--- src/rtl/dram_read_arbiter.sv ---
// Two-master round-robin arbiter for one Avalon-MM burst read port.
// An in-order tag FIFO records {owner, beats} per accepted burst to steer returning data.
module dram_read_arbiter #(
    parameter int ADDR_W   = 32,
    parameter int DATA_W   = 512,
    parameter int BURST_W  = 5,
    parameter int PEND_LOG = 3
) (
    input  logic                  clock,
    input  logic                  resetn,

    input  logic [ADDR_W-1:0]     m0_address,
    input  logic                  m0_read,
    input  logic [BURST_W-1:0]    m0_burstcount,
    output logic                  m0_waitrequest,
    output logic [DATA_W-1:0]     m0_readdata,
    output logic                  m0_readdatavalid,

    input  logic [ADDR_W-1:0]     m1_address,
    input  logic                  m1_read,
    input  logic [BURST_W-1:0]    m1_burstcount,
    output logic                  m1_waitrequest,
    output logic [DATA_W-1:0]     m1_readdata,
    output logic                  m1_readdatavalid,

    output logic [ADDR_W-1:0]     avm_address,
    output logic                  avm_read,
    output logic [BURST_W-1:0]    avm_burstcount,
    output logic [DATA_W/8-1:0]   avm_byteenable,
    input  logic                  avm_waitrequest,
    input  logic [DATA_W-1:0]     avm_readdata,
    input  logic                  avm_readdatavalid,

    output logic [PEND_LOG:0]     pending,
    output logic                  err
);

    localparam int DEPTH = 1 << PEND_LOG;
    localparam logic [PEND_LOG:0] L_DEPTH = {1'b1, {PEND_LOG{1'b0}}};

    typedef enum logic {
        S_IDLE  = 1'b0,
        S_GRANT = 1'b1
    } state_t;

    state_t r_state;
    state_t w_state_nxt;
    logic   r_owner;
    logic   r_last;
    logic   w_owner_nxt;
    logic   w_last_nxt;
    logic   w_proto_err;

    logic [BURST_W:0]    r_fifo [DEPTH];
    logic [PEND_LOG-1:0] r_wr_ptr;
    logic [PEND_LOG-1:0] r_rd_ptr;
    logic [PEND_LOG:0]   r_pending;
    logic [BURST_W-1:0]  r_beat_cnt;
    logic                r_err;

    logic                w_full;
    logic                w_empty;
    logic                w_owner_read;
    logic [BURST_W-1:0]  w_owner_bc;
    logic                w_accept;
    logic [BURST_W-1:0]  w_push_bc;
    logic                w_head_owner;
    logic [BURST_W-1:0]  w_head_bc;
    logic                w_beat;
    logic [BURST_W-1:0]  w_remaining;
    logic                w_pop;

    assign w_full       = (r_pending == L_DEPTH);
    assign w_empty      = (r_pending == '0);
    assign w_owner_read = r_owner ? m1_read : m0_read;
    assign w_owner_bc   = r_owner ? m1_burstcount : m0_burstcount;

    assign avm_address    = r_owner ? m1_address : m0_address;
    assign avm_burstcount = w_owner_bc;
    assign avm_byteenable = '1;

    // Command-side handshake: a burst is accepted when avm_read is high and
    // avm_waitrequest is low in the same cycle; masters hold their command until then.
    always_comb begin
        w_state_nxt    = r_state;
        w_owner_nxt    = r_owner;
        w_last_nxt     = r_last;
        w_proto_err    = 1'b0;
        avm_read       = 1'b0;
        m0_waitrequest = 1'b1;
        m1_waitrequest = 1'b1;
        w_accept       = 1'b0;
        case (r_state)
            S_IDLE: begin
                if (m0_read && m1_read) begin
                    w_owner_nxt = ~r_last;
                    w_state_nxt = S_GRANT;
                end else if (m0_read) begin
                    w_owner_nxt = 1'b0;
                    w_state_nxt = S_GRANT;
                end else if (m1_read) begin
                    w_owner_nxt = 1'b1;
                    w_state_nxt = S_GRANT;
                end
            end
            S_GRANT: begin
                avm_read = w_owner_read & ~w_full;
                w_accept = avm_read & ~avm_waitrequest;
                if (r_owner) begin
                    m1_waitrequest = avm_waitrequest | w_full;
                end else begin
                    m0_waitrequest = avm_waitrequest | w_full;
                end
                if (w_accept) begin
                    w_last_nxt  = r_owner;
                    w_state_nxt = S_IDLE;
                end else if (!w_owner_read) begin
                    w_proto_err = 1'b1;
                    w_state_nxt = S_IDLE;
                end
            end
            default: w_state_nxt = S_IDLE;
        endcase
    end

    always_ff @(posedge clock) begin
        if (!resetn) begin
            r_state <= S_IDLE;
            r_owner <= 1'b0;
            r_last  <= 1'b1;
        end else begin
            r_state <= w_state_nxt;
            r_owner <= w_owner_nxt;
            r_last  <= w_last_nxt;
        end
    end

    // A zero-length burst is tracked as a single beat so the return path stays aligned.
    assign w_push_bc = (w_owner_bc == '0) ? BURST_W'(1) : w_owner_bc;

    always_ff @(posedge clock) begin
        if (w_accept) begin
            r_fifo[r_wr_ptr] <= {r_owner, w_push_bc};
        end
    end

    assign w_head_owner = r_fifo[r_rd_ptr][BURST_W];
    assign w_head_bc    = r_fifo[r_rd_ptr][BURST_W-1:0];
    assign w_beat       = avm_readdatavalid & ~w_empty;
    assign w_remaining  = (r_beat_cnt == '0) ? w_head_bc : r_beat_cnt;
    assign w_pop        = w_beat & (w_remaining == BURST_W'(1));

    assign m0_readdata      = avm_readdata;
    assign m1_readdata      = avm_readdata;
    assign m0_readdatavalid = w_beat & ~w_head_owner;
    assign m1_readdatavalid = w_beat & w_head_owner;

    always_ff @(posedge clock) begin
        if (!resetn) begin
            r_wr_ptr   <= '0;
            r_rd_ptr   <= '0;
            r_pending  <= '0;
            r_beat_cnt <= '0;
            r_err      <= 1'b0;
        end else begin
            if (w_accept) begin
                r_wr_ptr <= r_wr_ptr + PEND_LOG'(1);
            end
            if (w_pop) begin
                r_rd_ptr <= r_rd_ptr + PEND_LOG'(1);
            end
            case ({w_accept, w_pop})
                2'b10:   r_pending <= r_pending + (PEND_LOG+1)'(1);
                2'b01:   r_pending <= r_pending - (PEND_LOG+1)'(1);
                default: r_pending <= r_pending;
            endcase
            if (w_beat) begin
                r_beat_cnt <= w_pop ? '0 : (w_remaining - BURST_W'(1));
            end
            if (w_proto_err || (avm_readdatavalid && w_empty) ||
                (w_accept && (w_owner_bc == '0))) begin
                r_err <= 1'b1;
            end
        end
    end

    assign pending = r_pending;
    assign err     = r_err;

endmodule
--- config.mk ---
export PLATFORM = sky130hd
export DESIGN_NAME = dram_read_arbiter
export DESIGN_NICKNAME = d
export VERILOG_FILES = /design/src/rtl/dram_read_arbiter.sv
export SDC_FILE = /design/constraint.sdc
export NUM_CORES = 1
export LEC_CHECK = 0
export CAP_MARGIN = 20
export CORE_AREA = 2 2 678 680
export DETAILED_ROUTE_END_ITERATION = 10
export DIE_AREA = 0 0 680 682
export MAX_ROUTING_LAYER = met4
export SETUP_SLACK_MARGIN = 0.02
export SLEW_MARGIN = 40
export SYNTH_ARGS = -nofsm -noshare
export SYNTH_HDL_FRONTEND = slang
export SYNTH_SLANG_ARGS = --single-unit
--- constraint.sdc ---
create_clock -name clock -period 6.94 [get_ports clock]
set_input_delay 1.388 -clock clock [delete_from_list [all_inputs] [get_ports clock]]
set_output_delay 1.388 -clock clock [all_outputs]
set_load 0.02 [all_outputs]
Word level (Yosys, flattened, before mapping)

Memories as Yosys holds them, arrays and structs flattened. A register that Yosys moved wholly into a read port is not among the register bits.
Index checks and enable logic that the tools add are counted.

Register bits: 19
Memory bits (writable): 48
Input bits: 592
Output and inout bits: 1135
Logic and storage cells: 72
Memories: 1

Memories:

| name   | depth | width | rd ports | clocked after memory_dff | wr ports | RTL line | source |
|---|---|---|---|---|---|---|---|
| r_fifo | 8     | 6     | 1        | 1                        | 1        | 54       | `logic [BURST_W:0] r_fifo [DEPTH];` |

Add/subtract/negate cells: 5
Equality and inequality tests: 4
Multiplexer cells: 29
Bitwise gates (word level): 13
Reductions and logical operators: 12

Operator list:

| cell                                                                  | number |
|---|---|
| 32-bit two-way mux                                                    | 1 |
| 1-bit two-way mux                                                     | 20 |
| 5-bit two-way mux                                                     | 4 |
| 5-bit zero test                                                       | 2 |
| 4-bit one-hot mux with 2 select lines                                 | 1 |
| 3-bit by 1-bit adder with 3-bit output, second input constant         | 2 |
| 1-bit AND                                                             | 6 |
| 3-bit two-way mux                                                     | 2 |
| 1-bit inverter                                                        | 6 |
| 5-bit by 1-bit equality test with 1-bit output, second input constant | 1 |
| 5-bit by 1-bit subtractor with 5-bit output, second input constant    | 1 |
| 4-bit by 1-bit adder with 4-bit output, second input constant         | 1 |
| 4-bit equality test, second input constant                            | 1 |
| 4-bit zero test                                                       | 1 |
| 2-bit AND reduction                                                   | 2 |
| 4-bit by 1-bit subtractor with 4-bit output, second input constant    | 1 |
| 1-bit logical AND                                                     | 3 |
| 3-bit nonzero test                                                    | 1 |
| 2-bit by 1-bit equality test with 1-bit output, second input constant | 1 |
| 2-bit equality test, second input constant                            | 1 |
| 1-bit logical OR                                                      | 2 |
| 1-bit one-hot mux with 2 select lines                                 | 1 |
| 2-bit nonzero test                                                    | 1 |
| 1-bit bitwise OR                                                      | 1 |

Logic depth before layout (Yosys ltp)

Word-level depth: 8
Depth in mapped cells: 18
Depth with buffers taken out: 16

Worst setup path after synthesis

Ideal clock, no wire load.

Path kind: in2reg
From: input port avm_readdatavalid
To: register r_pending[2] (netlist: pending[2])
Setup time: 0.076 ns
Data arrival time: 3.340 ns
Required time: 6.864 ns
Slack: 3.524 ns
Stages on the path: 11
Path buffers: 0
Cell sequence: nor2b_1 and2_1 nand4_4 inv_2 ha_1 xor2_1 ha_1 a21oi_1 xor2_1 or3_1 a21boi_0

Longest elaborated chain between the ends: 4
Elaborated cells between the ends (all ways): 6
Those cells by class: eq/ne (2); mux (1); bitwise (2); reduce/logical (1)

RTL lines:

| what                                                                                         | RTL line | source |
|---|---|---|
| start, declared                                                                              | 32       | `input logic avm_readdatavalid,` |
| 1-bit AND *                                                                                  | 149      | `assign w_beat = avm_readdatavalid & ~w_empty;` |
| 1-bit AND *                                                                                  | 151      | `assign w_pop = w_beat & (w_remaining == BURST_W'(1));` |
| 2-bit by 1-bit equality test with 1-bit output / 2-bit equality test (equally long branches) | 172      | `case ({w_accept, w_pop})` |
| 4-bit one-hot mux with 2 select lines / 2-bit nonzero test (equally long branches)           | n/a      |  |
| end signal, assigned                                                                         | 173      | `2'b10: r_pending <= r_pending + (PEND_LOG+1)'(1);` |
| end signal, assigned                                                                         | 174      | `2'b01: r_pending <= r_pending - (PEND_LOG+1)'(1);` |
| end signal, assigned                                                                         | 175      | `default: r_pending <= r_pending;` |
| end, declared                                                                                | 57       | `logic [PEND_LOG:0] r_pending;` |

Mark *: on every way between the ends. The rest lies on a longest branch, timed or not.
A chain may end at the register's enable or synchronous reset.

Worst setup path after layout

From: input port avm_readdatavalid
To: output port m0_readdatavalid

Longest elaborated chain between the ends: 2

RTL lines:

| what          | RTL line | source |
|---|---|---|
| 1-bit AND     | 149      |  |
| 1-bit AND     | 155      | `assign m0_readdatavalid = w_beat & ~w_head_owner;` |
| end, declared | 17       | `output logic m0_readdatavalid,` |

No other way between the ends.

==> flow_metrics.py <==
metrics = {
    "critical_path": {
        "critPathMostFrequentCell": "clkdlybuf4s50_1",
        "worstPathMaxFanout": 8,
        "r2r_cells": 15,
        "slowest_stage": "clkdlybuf4s50_1",
        "r2r_slack_ps": 3170,
        "r2r_end": "pending[2]$_SDFFE_PN0P_",
        "cp_slowest_stage_delay_ps": 830,
        "cp-start-kind": "primary input",
        "worstSetupPathType": "in -> out",
        "worstPathCellList": "clkdlybuf4s50_1 -> nor2b_1 -> and2_1 -> clkdlybuf4s50_1",
        "end_kind": "output pin",
        "worstPathArrival_ps": 3650,
        "required_ps": 5550,
    },
    "cells_and_area": {
        "utilization_pct": 2.82,
        "drive_gt1_share_pct": 18.0,
        "stdcell_count": 6493,
        "final_cell_mix": "clkdlybuf4s50_1 (126), conb_1 (64), edfxtp_1 (48)",
        "area_growth_pct": 9.60,
        "fin_area_um2": 12900,
        "final_nets": 1061,
        "final_common_cell": "clkdlybuf4s50_1",
    },
    "timing": {
        "timing.final.crit_share_pct": 72.6,
        "min_period_ps": 5040,
        "rsz0062_at_grt": "no",
        "setup_viol": 0,
        "worst_pin_slew_ps": 829,
        "skew_ps": 8.22,
        "clock.fmax_mhz": 198,
        "whs_ps": 465,
        "slew_headroom_pct": 44.7,
        "maxSlewViolCount": 0,
        "hold_viol": 0,
        "tns_ps": 0,
        "setup_slack_ps": 1900,
    },
    "global_route": {
        "globalRouteTotalUtil_pct": 14.0,
        "overflow": 0,
        "antenna_found_initial": 9,
        "grt_pass1_vias": 5092,
        "grt_max_degree": 57,
        "grt_pass1_wl_um": 341000,
    },
    "placed_design": {
        "hpwlAfterDp_um": 320000,
        "placedCellCount": 6475,
        "io_buffers": 126,
        "place_congestion": 0.732,
        "dpl_worst_slack_ps": 1780,
        "placed_area_um2": 12600,
    },
    "floorplanning": {
        "die_h_um": 682,
        "rows": 249,
        "pin_count": 1727,
        "fp.dieW_um": 680,
        "die_area_um2": 464000,
        "coreArea_um2": 457000,
        "initial_core_util_pct": 2.58,
    },
    "logic_synthesis": {
        "synth_top_area_share_pct": 69.3,
        "syn_avg_cell_area_um2": 8.66,
        "synthDistinctLibCells": 48,
        "yosysWarnings": 0,
        "synth.area.top_cells": "buf_4 (69%), edfxtp_1 (12%), mux2_2 (3.9%)",
        "synth_largest_area_cell": "buf_4",
        "ys_ff_latch": 70,
        "synth_ff_type": "edfxtp_1",
        "synth_area_um2": 11800,
        "synthCells": 1360,
        "synth_edf_count": 48,
        "yosysSeqAreaShare_pct": 16.0,
        "async_flop_share_pct": 0,
    },
    "clock_network": {
        "postCtsSetupBuffers": 0,
        "hold_buffers": 0,
        "cts.sinks": 70,
        "cts_tree": "yes",
        "ctsResizeCount": 0,
        "htree_num_levels": 3,
        "cts.path.max_buffers": 2,
        "path_clk_slew_ps": 50,
        "cts-root-buf": "clkbuf_16",
        "clk_latency_ps": 340,
        "numCtsBuffers": 9,
    },
    "pwr": {
        "ir_worst_vdd_v": 0.000109,
        "fin_total_pwr_mw": 1.13,
        "p_leak_nw": 2.03,
        "p_per_area_nw_per_um2": 87.5,
    },
    "detailed_routing": {
        "wirelength_um": 329000,
        "vias_per_cell": 0.925,
        "drtPass1Iterations": 6,
        "drc_errors": 0,
        "drtIter0Drc": 541,
        "wl_per_cell_um": 50.7,
        "route.antenna.remaining_nets": 0,
        "num_vias": 6005,
    },
    "min_path": {
        "hold_path_class": "reg -> reg",
        "min_from": "r_beat_cnt[0]$_SDFFE_PN0P_",
        "whs_endpoint": "r_beat_cnt[0]$_SDFFE_PN0P_",
        "whs_path_depth": 2,
    },
    "status": {
        "outcome": "finished, final reports clean",
    },
    "run": {
        "max_cap_viol_count": 0,
    },
}
## worst max-delay path, delay by kind of cell
kind                   cells  cell delay (ps)
buffers and inverters      2             1410
and+or+nand+nor            2              840
## routing by layer
metal | GRT usage (%) | part of all wire (%)
met5 | - | 0
met3 | 29.9 | 46
met1 | 3.01 | 8.2
met4 | 2.18 | 1.8
met2 | 21.1 | 44
## where the power goes
| group | total [mW] | internal (mW) | switching, mW |
|---|---|---|---|
| registers | 0.458 | 0.454 | 0.00460 |
| clock network | 0.433 | 0.248 | 0.185 |
| logic | 0.238 | 0.112 | 0.126 |
| total | 1.13 | 0.814 | 0.316 |
## logic make-up after synthesis
kind of cell,count (synthesis),share of synthesized area (%)
compound gates,26,1.78
xor+xnor,8,0.595
fa+ha+maj,7,0.743
buf+inv,1106,70.0
flops,70,16.0
mux,64,7.01
other cells,1,0.0318
simple gates,78,3.88
## layout make-up
class / count / area, um^2
clock buffers: 9 / 225
clock inverters: 7 / 61.3
inverters: 5 / 18.8
diodes: 2 / 5.00
flip-flops and latches: 70 / 1880
well taps: 6024 / 7540
fillers: 54514 / 444000
multi-input cells: 247 / 1900
repair buffers: 129 / 1280
## cell usage after synthesis (3+ instances only)
cell and count:
nor2_1 13, nand3_1 6, nor3_1 3, ha_1 7
a21oi_1 4, o21ai_0 7, xnor2_1 4, edfxtp_1 48
clkbuf_1 11, nand2_1 16, nand3b_1 5, dfxtp_1 22
nand2b_1 10, nor2b_1 5, a21boi_0 3, buf_4 1088
mux2i_1 12, and2_1 8, mux4_2 9, inv_1 4
mux2_2 41, xor2_1 4
## sequential cells by signal (all words and copies together), names as in the netlist, named ones only
signal,cells
err,1
pending,4
r_beat_cnt,5
r_fifo,48
r_last,1
r_owner,1
r_rd_ptr,3
r_state,1
r_wr_ptr,3
## worst max path at each step
stage | end | slack, ps | from | depth (start not counted)
2_1_floorplan | pending[2]$_SDFFE_PN0P_ | 3520 | avm_readdatavalid | 11
3_3_place_gp | m0_readdatavalid | 1740 | avm_readdatavalid | 4
3_5_place_dp | m0_readdatavalid | 1780 | avm_readdatavalid | 4
4_1_cts | m0_readdatavalid | 1760 | avm_readdatavalid | 4
5_1_grt | m0_readdatavalid | 1710 | avm_readdatavalid | 4
6_report | m0_readdatavalid | 1900 | avm_readdatavalid | 4
Note: power is estimated with default switching activity, not from simulation.
